**src/rtl/cvxif_offload_queue.sv**
```systemverilog
// CV-X-IF offload engine: registered issue stage, outstanding-instruction table,
// commit/kill generation and a single-entry buffer for synthesised writebacks.
module cvxif_offload_queue #(
  parameter int unsigned NR_ENTRIES    = 4,
  parameter int unsigned TRANS_ID_BITS = 3,
  parameter int unsigned XLEN          = 64,
  parameter int unsigned NR_RS         = 3
) (
  input  logic                          clk_i,
  input  logic                          rst_i,
  input  logic                          flush_i,
  input  logic                          in_valid_i,
  output logic                          in_ready_o,
  input  logic [31:0]                   in_instr_i,
  input  logic [TRANS_ID_BITS-1:0]      in_trans_id_i,
  input  logic [NR_RS*XLEN-1:0]         in_rs_i,
  output logic                          x_issue_valid_o,
  input  logic                          x_issue_ready_i,
  output logic [31:0]                   x_issue_instr_o,
  output logic [TRANS_ID_BITS-1:0]      x_issue_id_o,
  output logic [NR_RS*XLEN-1:0]         x_issue_rs_o,
  output logic [NR_RS-1:0]              x_issue_rs_valid_o,
  input  logic                          x_issue_accept_i,
  input  logic                          x_issue_writeback_i,
  output logic                          x_commit_valid_o,
  output logic [TRANS_ID_BITS-1:0]      x_commit_id_o,
  output logic                          x_commit_kill_o,
  input  logic                          x_result_valid_i,
  output logic                          x_result_ready_o,
  input  logic [TRANS_ID_BITS-1:0]      x_result_id_i,
  input  logic [XLEN-1:0]               x_result_data_i,
  input  logic                          x_result_exc_i,
  output logic                          wb_valid_o,
  output logic [TRANS_ID_BITS-1:0]      wb_trans_id_o,
  output logic [XLEN-1:0]               wb_data_o,
  output logic                          wb_ex_valid_o,
  output logic [$clog2(NR_ENTRIES):0]   outstanding_o,
  output logic                          protocol_err_o
);

  localparam int unsigned CntW = $clog2(NR_ENTRIES) + 1;
  localparam int unsigned IdxW = $clog2(NR_ENTRIES);

  logic                     iss_valid_q, iss_valid_d;
  logic [31:0]              iss_instr_q, iss_instr_d;
  logic [TRANS_ID_BITS-1:0] iss_id_q, iss_id_d;
  logic [NR_RS*XLEN-1:0]    iss_rs_q, iss_rs_d;

  logic [NR_ENTRIES-1:0]    ent_valid_q, ent_valid_d;
  logic [NR_ENTRIES-1:0]    ent_sq_q, ent_sq_d;
  logic [TRANS_ID_BITS-1:0] ent_id_q [NR_ENTRIES];
  logic [TRANS_ID_BITS-1:0] ent_id_d [NR_ENTRIES];

  logic                     cpl_valid_q, cpl_valid_d;
  logic [TRANS_ID_BITS-1:0] cpl_id_q, cpl_id_d;
  logic                     cpl_ex_q, cpl_ex_d;

  logic                     commit_valid_q, commit_valid_d;
  logic [TRANS_ID_BITS-1:0] commit_id_q, commit_id_d;
  logic                     commit_kill_q, commit_kill_d;

  logic                     wb_valid_q, wb_valid_d;
  logic [TRANS_ID_BITS-1:0] wb_id_q, wb_id_d;
  logic [XLEN-1:0]          wb_data_q, wb_data_d;
  logic                     wb_ex_q, wb_ex_d;

  logic                     perr_q, perr_d;

  logic [CntW-1:0]          occ;
  logic                     hit, free_found;
  logic [IdxW-1:0]          hit_idx, free_idx;
  logic                     in_hs, iss_hs, res_hs;

  always_comb begin
    occ = '0;
    for (int i = 0; i < int'(NR_ENTRIES); i++) begin
      occ = occ + CntW'(ent_valid_q[i]);
    end
  end

  // Downward scan so the lowest matching / free slot wins.
  always_comb begin
    hit        = 1'b0;
    hit_idx    = '0;
    free_found = 1'b0;
    free_idx   = '0;
    for (int i = int'(NR_ENTRIES) - 1; i >= 0; i--) begin
      if (ent_valid_q[i] && (ent_id_q[i] == x_result_id_i)) begin
        hit     = 1'b1;
        hit_idx = IdxW'(i);
      end
      if (!ent_valid_q[i]) begin
        free_found = 1'b1;
        free_idx   = IdxW'(i);
      end
    end
  end

  assign in_ready_o         = !iss_valid_q && (occ < CntW'(NR_ENTRIES)) && !flush_i && !rst_i;
  // Held off while a synthesised writeback is pending so a second one cannot be lost.
  assign x_issue_valid_o    = iss_valid_q && !cpl_valid_q;
  assign x_issue_instr_o    = iss_instr_q;
  assign x_issue_id_o       = iss_id_q;
  assign x_issue_rs_o       = iss_rs_q;
  assign x_issue_rs_valid_o = {NR_RS{x_issue_valid_o}};
  assign x_result_ready_o   = !cpl_valid_q && (occ != '0);

  assign in_hs  = in_valid_i && in_ready_o;
  assign iss_hs = x_issue_valid_o && x_issue_ready_i;
  assign res_hs = x_result_valid_i && x_result_ready_o;

  always_comb begin
    iss_valid_d = iss_valid_q;
    iss_instr_d = iss_instr_q;
    iss_id_d    = iss_id_q;
    iss_rs_d    = iss_rs_q;
    if (flush_i) begin
      iss_valid_d = 1'b0;
    end else if (in_hs) begin
      iss_valid_d = 1'b1;
      iss_instr_d = in_instr_i;
      iss_id_d    = in_trans_id_i;
      iss_rs_d    = in_rs_i;
    end else if (iss_hs) begin
      iss_valid_d = 1'b0;
    end

    commit_valid_d = iss_hs;
    commit_id_d    = iss_hs ? iss_id_q : '0;
    commit_kill_d  = iss_hs && (!x_issue_accept_i || flush_i);

    wb_valid_d = 1'b0;
    wb_id_d    = '0;
    wb_data_d  = '0;
    wb_ex_d    = 1'b0;
    if (cpl_valid_q && !flush_i) begin
      wb_valid_d = 1'b1;
      wb_id_d    = cpl_id_q;
      wb_ex_d    = cpl_ex_q;
    end else if (res_hs && hit && !ent_sq_q[hit_idx] && !flush_i) begin
      wb_valid_d = 1'b1;
      wb_id_d    = x_result_id_i;
      wb_data_d  = x_result_data_i;
      wb_ex_d    = x_result_exc_i;
    end

    cpl_valid_d = 1'b0;
    cpl_id_d    = cpl_id_q;
    cpl_ex_d    = cpl_ex_q;
    if (iss_hs && !flush_i && (!x_issue_accept_i || !x_issue_writeback_i)) begin
      cpl_valid_d = 1'b1;
      cpl_id_d    = iss_id_q;
      cpl_ex_d    = !x_issue_accept_i;
    end

    ent_valid_d = ent_valid_q;
    ent_sq_d    = ent_sq_q | {NR_ENTRIES{flush_i}};
    ent_id_d    = ent_id_q;
    if (res_hs && hit) begin
      ent_valid_d[hit_idx] = 1'b0;
    end
    if (iss_hs && x_issue_accept_i && x_issue_writeback_i && free_found) begin
      ent_valid_d[free_idx] = 1'b1;
      ent_sq_d[free_idx]    = flush_i;
      ent_id_d[free_idx]    = iss_id_q;
    end

    perr_d = perr_q | (res_hs && !hit);
  end

  always_ff @(posedge clk_i or posedge rst_i) begin
    if (rst_i) begin
      iss_valid_q    <= 1'b0;
      iss_instr_q    <= '0;
      iss_id_q       <= '0;
      iss_rs_q       <= '0;
      ent_valid_q    <= '0;
      ent_sq_q       <= '0;
      for (int i = 0; i < int'(NR_ENTRIES); i++) ent_id_q[i] <= '0;
      cpl_valid_q    <= 1'b0;
      cpl_id_q       <= '0;
      cpl_ex_q       <= 1'b0;
      commit_valid_q <= 1'b0;
      commit_id_q    <= '0;
      commit_kill_q  <= 1'b0;
      wb_valid_q     <= 1'b0;
      wb_id_q        <= '0;
      wb_data_q      <= '0;
      wb_ex_q        <= 1'b0;
      perr_q         <= 1'b0;
    end else begin
      iss_valid_q    <= iss_valid_d;
      iss_instr_q    <= iss_instr_d;
      iss_id_q       <= iss_id_d;
      iss_rs_q       <= iss_rs_d;
      ent_valid_q    <= ent_valid_d;
      ent_sq_q       <= ent_sq_d;
      ent_id_q       <= ent_id_d;
      cpl_valid_q    <= cpl_valid_d;
      cpl_id_q       <= cpl_id_d;
      cpl_ex_q       <= cpl_ex_d;
      commit_valid_q <= commit_valid_d;
      commit_id_q    <= commit_id_d;
      commit_kill_q  <= commit_kill_d;
      wb_valid_q     <= wb_valid_d;
      wb_id_q        <= wb_id_d;
      wb_data_q      <= wb_data_d;
      wb_ex_q        <= wb_ex_d;
      perr_q         <= perr_d;
    end
  end

  assign x_commit_valid_o = commit_valid_q;
  assign x_commit_id_o    = commit_id_q;
  assign x_commit_kill_o  = commit_kill_q;
  assign wb_valid_o       = wb_valid_q;
  assign wb_trans_id_o    = wb_id_q;
  assign wb_data_o        = wb_data_q;
  assign wb_ex_valid_o    = wb_ex_q;
  assign outstanding_o    = occ;
  assign protocol_err_o   = perr_q;

endmodule

```
**config.mk**
```make
export PLATFORM = sky130hd
export DESIGN_NAME = cvxif_offload_queue
export DESIGN_NICKNAME = d
export VERILOG_FILES = /design/src/rtl/cvxif_offload_queue.sv
export SDC_FILE = /design/constraint.sdc
export NUM_CORES = 1
export LEC_CHECK = 0
export CAP_MARGIN = 10
export CORE_AREA = 2 2 241 243
export CTS_CLUSTER_SIZE = 25
export DETAILED_ROUTE_END_ITERATION = 8
export DIE_AREA = 0 0 243 245
export GPL_TIMING_DRIVEN = 0
export PLACE_DENSITY_LB_ADDON = 0.1
export SKIP_CTS_REPAIR_TIMING = 1
export SLEW_MARGIN = 10
export SYNTH_ARGS = -nofsm -noshare
export SYNTH_HDL_FRONTEND = slang
export SYNTH_SLANG_ARGS = --single-unit
```
**constraint.sdc**
```tcl
create_clock -name clk_i -period 14.2 [get_ports clk_i]
set_input_delay 2.84 -clock clk_i [delete_from_list [all_inputs] [get_ports clk_i]]
set_output_delay 2.84 -clock clk_i [all_outputs]
set_load 0.01 [all_outputs]
```
==> out/results.txt <==
Gr ovfl total: 0
Util after Layout: 36.11%
Row count: 88
Psw: 1.185 mW
Worst skew pair latency: 540 ps
Root Driver: clkbuf_16
Detail Placement HPWL: 33700 um
H-tree depth: 2
Distinct cell type count after synthesis: 37
Commonest cells after routing, fill and taps aside: 609 x clkdlybuf4s50_1, 328 x dfrtp_1, 242 x mux2_2, 65 x and2_1, 41 x clkbuf_16
Critical path capture point type: output port
Post-Synth Simple-Gate Area: 5.422%
Outcome: finished clean
Pwr dens: 194.7 nW/um2
Worst path slowest cell: clkdlybuf4s50_1
Compound-Gate Fraction of Synth Area: 1.345%
Post-route ant nets: 0
Via count: 8773
Iter 0 DRT Violations: 234
Fmax: 134.5 MHz
Adder-Cell Fraction of Synth Area: 0.3696%
Worst path arrival time: 4600 ps
Ys flop type: dfrtp_1
Mapped Area: 12190 um2
Hold depth: 1
Hold endpoint: ent_sq_q[3]
Combinational share of power: 37.9%
Crit Path Class: input pin to output port
Xor-xnor portion of the synthesized cell area: 0.8625%
Net Count, Synth: 1076
Core Footprint: 57030 um2
Register area share after synthesis: 67.36%
Worst slew pin tran: 927.4 ps
Port buffer count: 609
Worst setup path start: rst_i
# clock sinks: 328
R2R Setup Slk: 10290 ps
Int Pwr: 2.825 mW
VDD IR max: 83.86 uV
Crit Reg-Reg Endpoint: x_issue_rs_o[99]
Hold Path Class: register to register
Post-Route WL: 43670 um
Synth warn: 0
Critical Path Most Common Cell: clkdlybuf4s50_1
Clk slew on worst S/H paths: 60 ps
Avg Vias per Cell: 3.961
DRT Pass-1 Iters: 4
Vias in the first global route: 9552
Layout cells sized above 1: 22.48%
Area post-placement: 19330 um2
Clock buffer depth: 3
CP Launch Type: input pin
First-pass GRT wire length: 64100 um
Data required, critical path: 11360 ps
Final max-slew violation count: 0
Largest net degree at the start of global routing: 102
Per-cell routed wire length: 19.71 um
Die footprint: 59540 um2
Final setup fails: 0
Sequential Power Share: 36.9%
CTS tree: built
# DRC: 0
Max Cap Viol: 0
Ports: 614
HP Start: ent_sq_q[3]
Leak: 8.701 nW
Ys async rst share: 100.0%
Sw frac: 29.55%
Crit-path max cell delay: 670 ps
Tcrit/Tclk final: 52.36%
Initial antenna violation count: 6
CP cell instances: clkdlybuf4s50_1 > nor4_1 > clkdlybuf4s50_1
Antenna diode count: 0
Area Growth Syn to Fin: 69.02%
Routability cong.: 0.7893
Finished Cell Area: 20600 um2
Fillers: 5674
CTS Buf Count: 41
Post-Syn Area per Cell: 15.83 um2
Critical Path Fanout Max: 3
Cell count of the worst reg-to-reg path: 11
Fin crit period: 7435 ps
RR Startpoint: ent_valid_q[0]
Most common cell after layout, fill and taps aside: clkdlybuf4s50_1
Relative slew slack: 38.17%
Worst Skew: 11.59 ps
Final net count: 1731
Total GRT Usage: 14.40%
Largest family of logic cells by synthesized area: multiplexers
Die Ht: 245 um
Hold Vio Cnt, Final: 0
Die W: 243 um
Initial Util: 21.36%
Fraction of synthesized area in multiplexers: 22.36%
Syn Inst Count: 770
RSZ-0062 raised after global routing: false
Clock power share: 25.2%
Yosys reg bits: 328
Post-synth EDFFs: 0
## critical path, delay by kind of cell
family / cells / cell delay, ps
and+or+nand+nor: 1 / 570
buffers and inverters: 2 / 1180
## layout make-up
class	count	area, um2	area share (%)
well taps	765	957.2	4.647
multi-input cells	387	3700	17.96
clock buffers	55	1119	5.431
clock inverters	13	148.9	0.7229
repair buffers	612	6178	30.00
flip-flops and latches	328	8208	39.85
plain buffers	40	221.5	1.075
inverters	15	63.81	0.3098
## flip-flops by register name, indices dropped and copies added, names as in the netlist, 3 cells and up
name             cells
x_issue_rs_o       192
ent_sq_q             4
ent_valid_q          4
wb_data_o           64
x_commit_id_o        3
wb_trans_id_o        3
x_issue_id_o         3
cpl_id_q             3
ent_id_q            12
x_issue_instr_o     32
## kinds of logic after synthesis
kind of cell             after synthesis
flip-flops                           328
multiplexers                         242
AND/OR/NAND/NOR                      109
buffers and inverters                 55
AO/OA/AOI/OAI                         21
XOR/XNOR                              12
adder cells (fa/ha/maj)                3
## stage by stage
stage	TNS (ps)	instances	power, mW	worst slack (ps)	hold WS [ps]
CTS	0	2215	4.093	6714	486.3
global route	0	2215	4.237	6660	508.4
floorplan	0	770	2.040	2277	443.1
detailed placement	0	2147	3.043	6731	468.4
finish	0	2215	4.010	6765	481.7
global placement	-1056930	2144	3.037	-3279	469.0
## per-layer routing
metal	global-route usage (%)	vias up	share of wire (%)
met5	0	-	0.14
met4	4.331	12	2.3
met3	7.052	69	11
met2	24.87	366	50
met1	15.52	4370	36
li1	-	3956	-
## cell usage after synthesis (3+ instances only)
cell type / count / area share, %
nor2_1: 4 / 0.12
inv_1: 15 / 0.46
buf_4: 6 / 0.37
and3_1: 3 / 0.15
clkbuf_1: 25 / 0.77
xnor2_1: 12 / 0.86
dfrtp_1: 328 / 67
or4b_2: 3 / 0.25
nand3_1: 3 / 0.12
mux2_2: 242 / 22
nand4_1: 5 / 0.26
buf_2: 3 / 0.12
buf_6: 6 / 0.55
o21ai_0: 7 / 0.29
nand2_1: 13 / 0.40
and2_1: 65 / 3.3
## power groups by stage
stage	clock, mW	sequential (mW)	combinational, mW
6_report	1.01	1.48	1.52
5_1_grt	1.09	1.53	1.62
4_1_cts	1.06	1.48	1.55
3_5_place_dp	0	1.50	1.55
3_3_place_gp	0	1.49	1.55
2_1_floorplan	0	1.63	0.412
## how the worst max path moves through the flow
stage | to | slack [ps] | cells after the start
floorplan | cpl_ex_q | 2280 | 1
global placement | x_issue_rs_o[163] | -3280 | 2
detailed placement | in_ready_o | 6730 | 3
CTS | in_ready_o | 6710 | 3
global route | in_ready_o | 6660 | 3
finish | in_ready_o | 6760 | 3
Power figures use the tool's default switching activity.
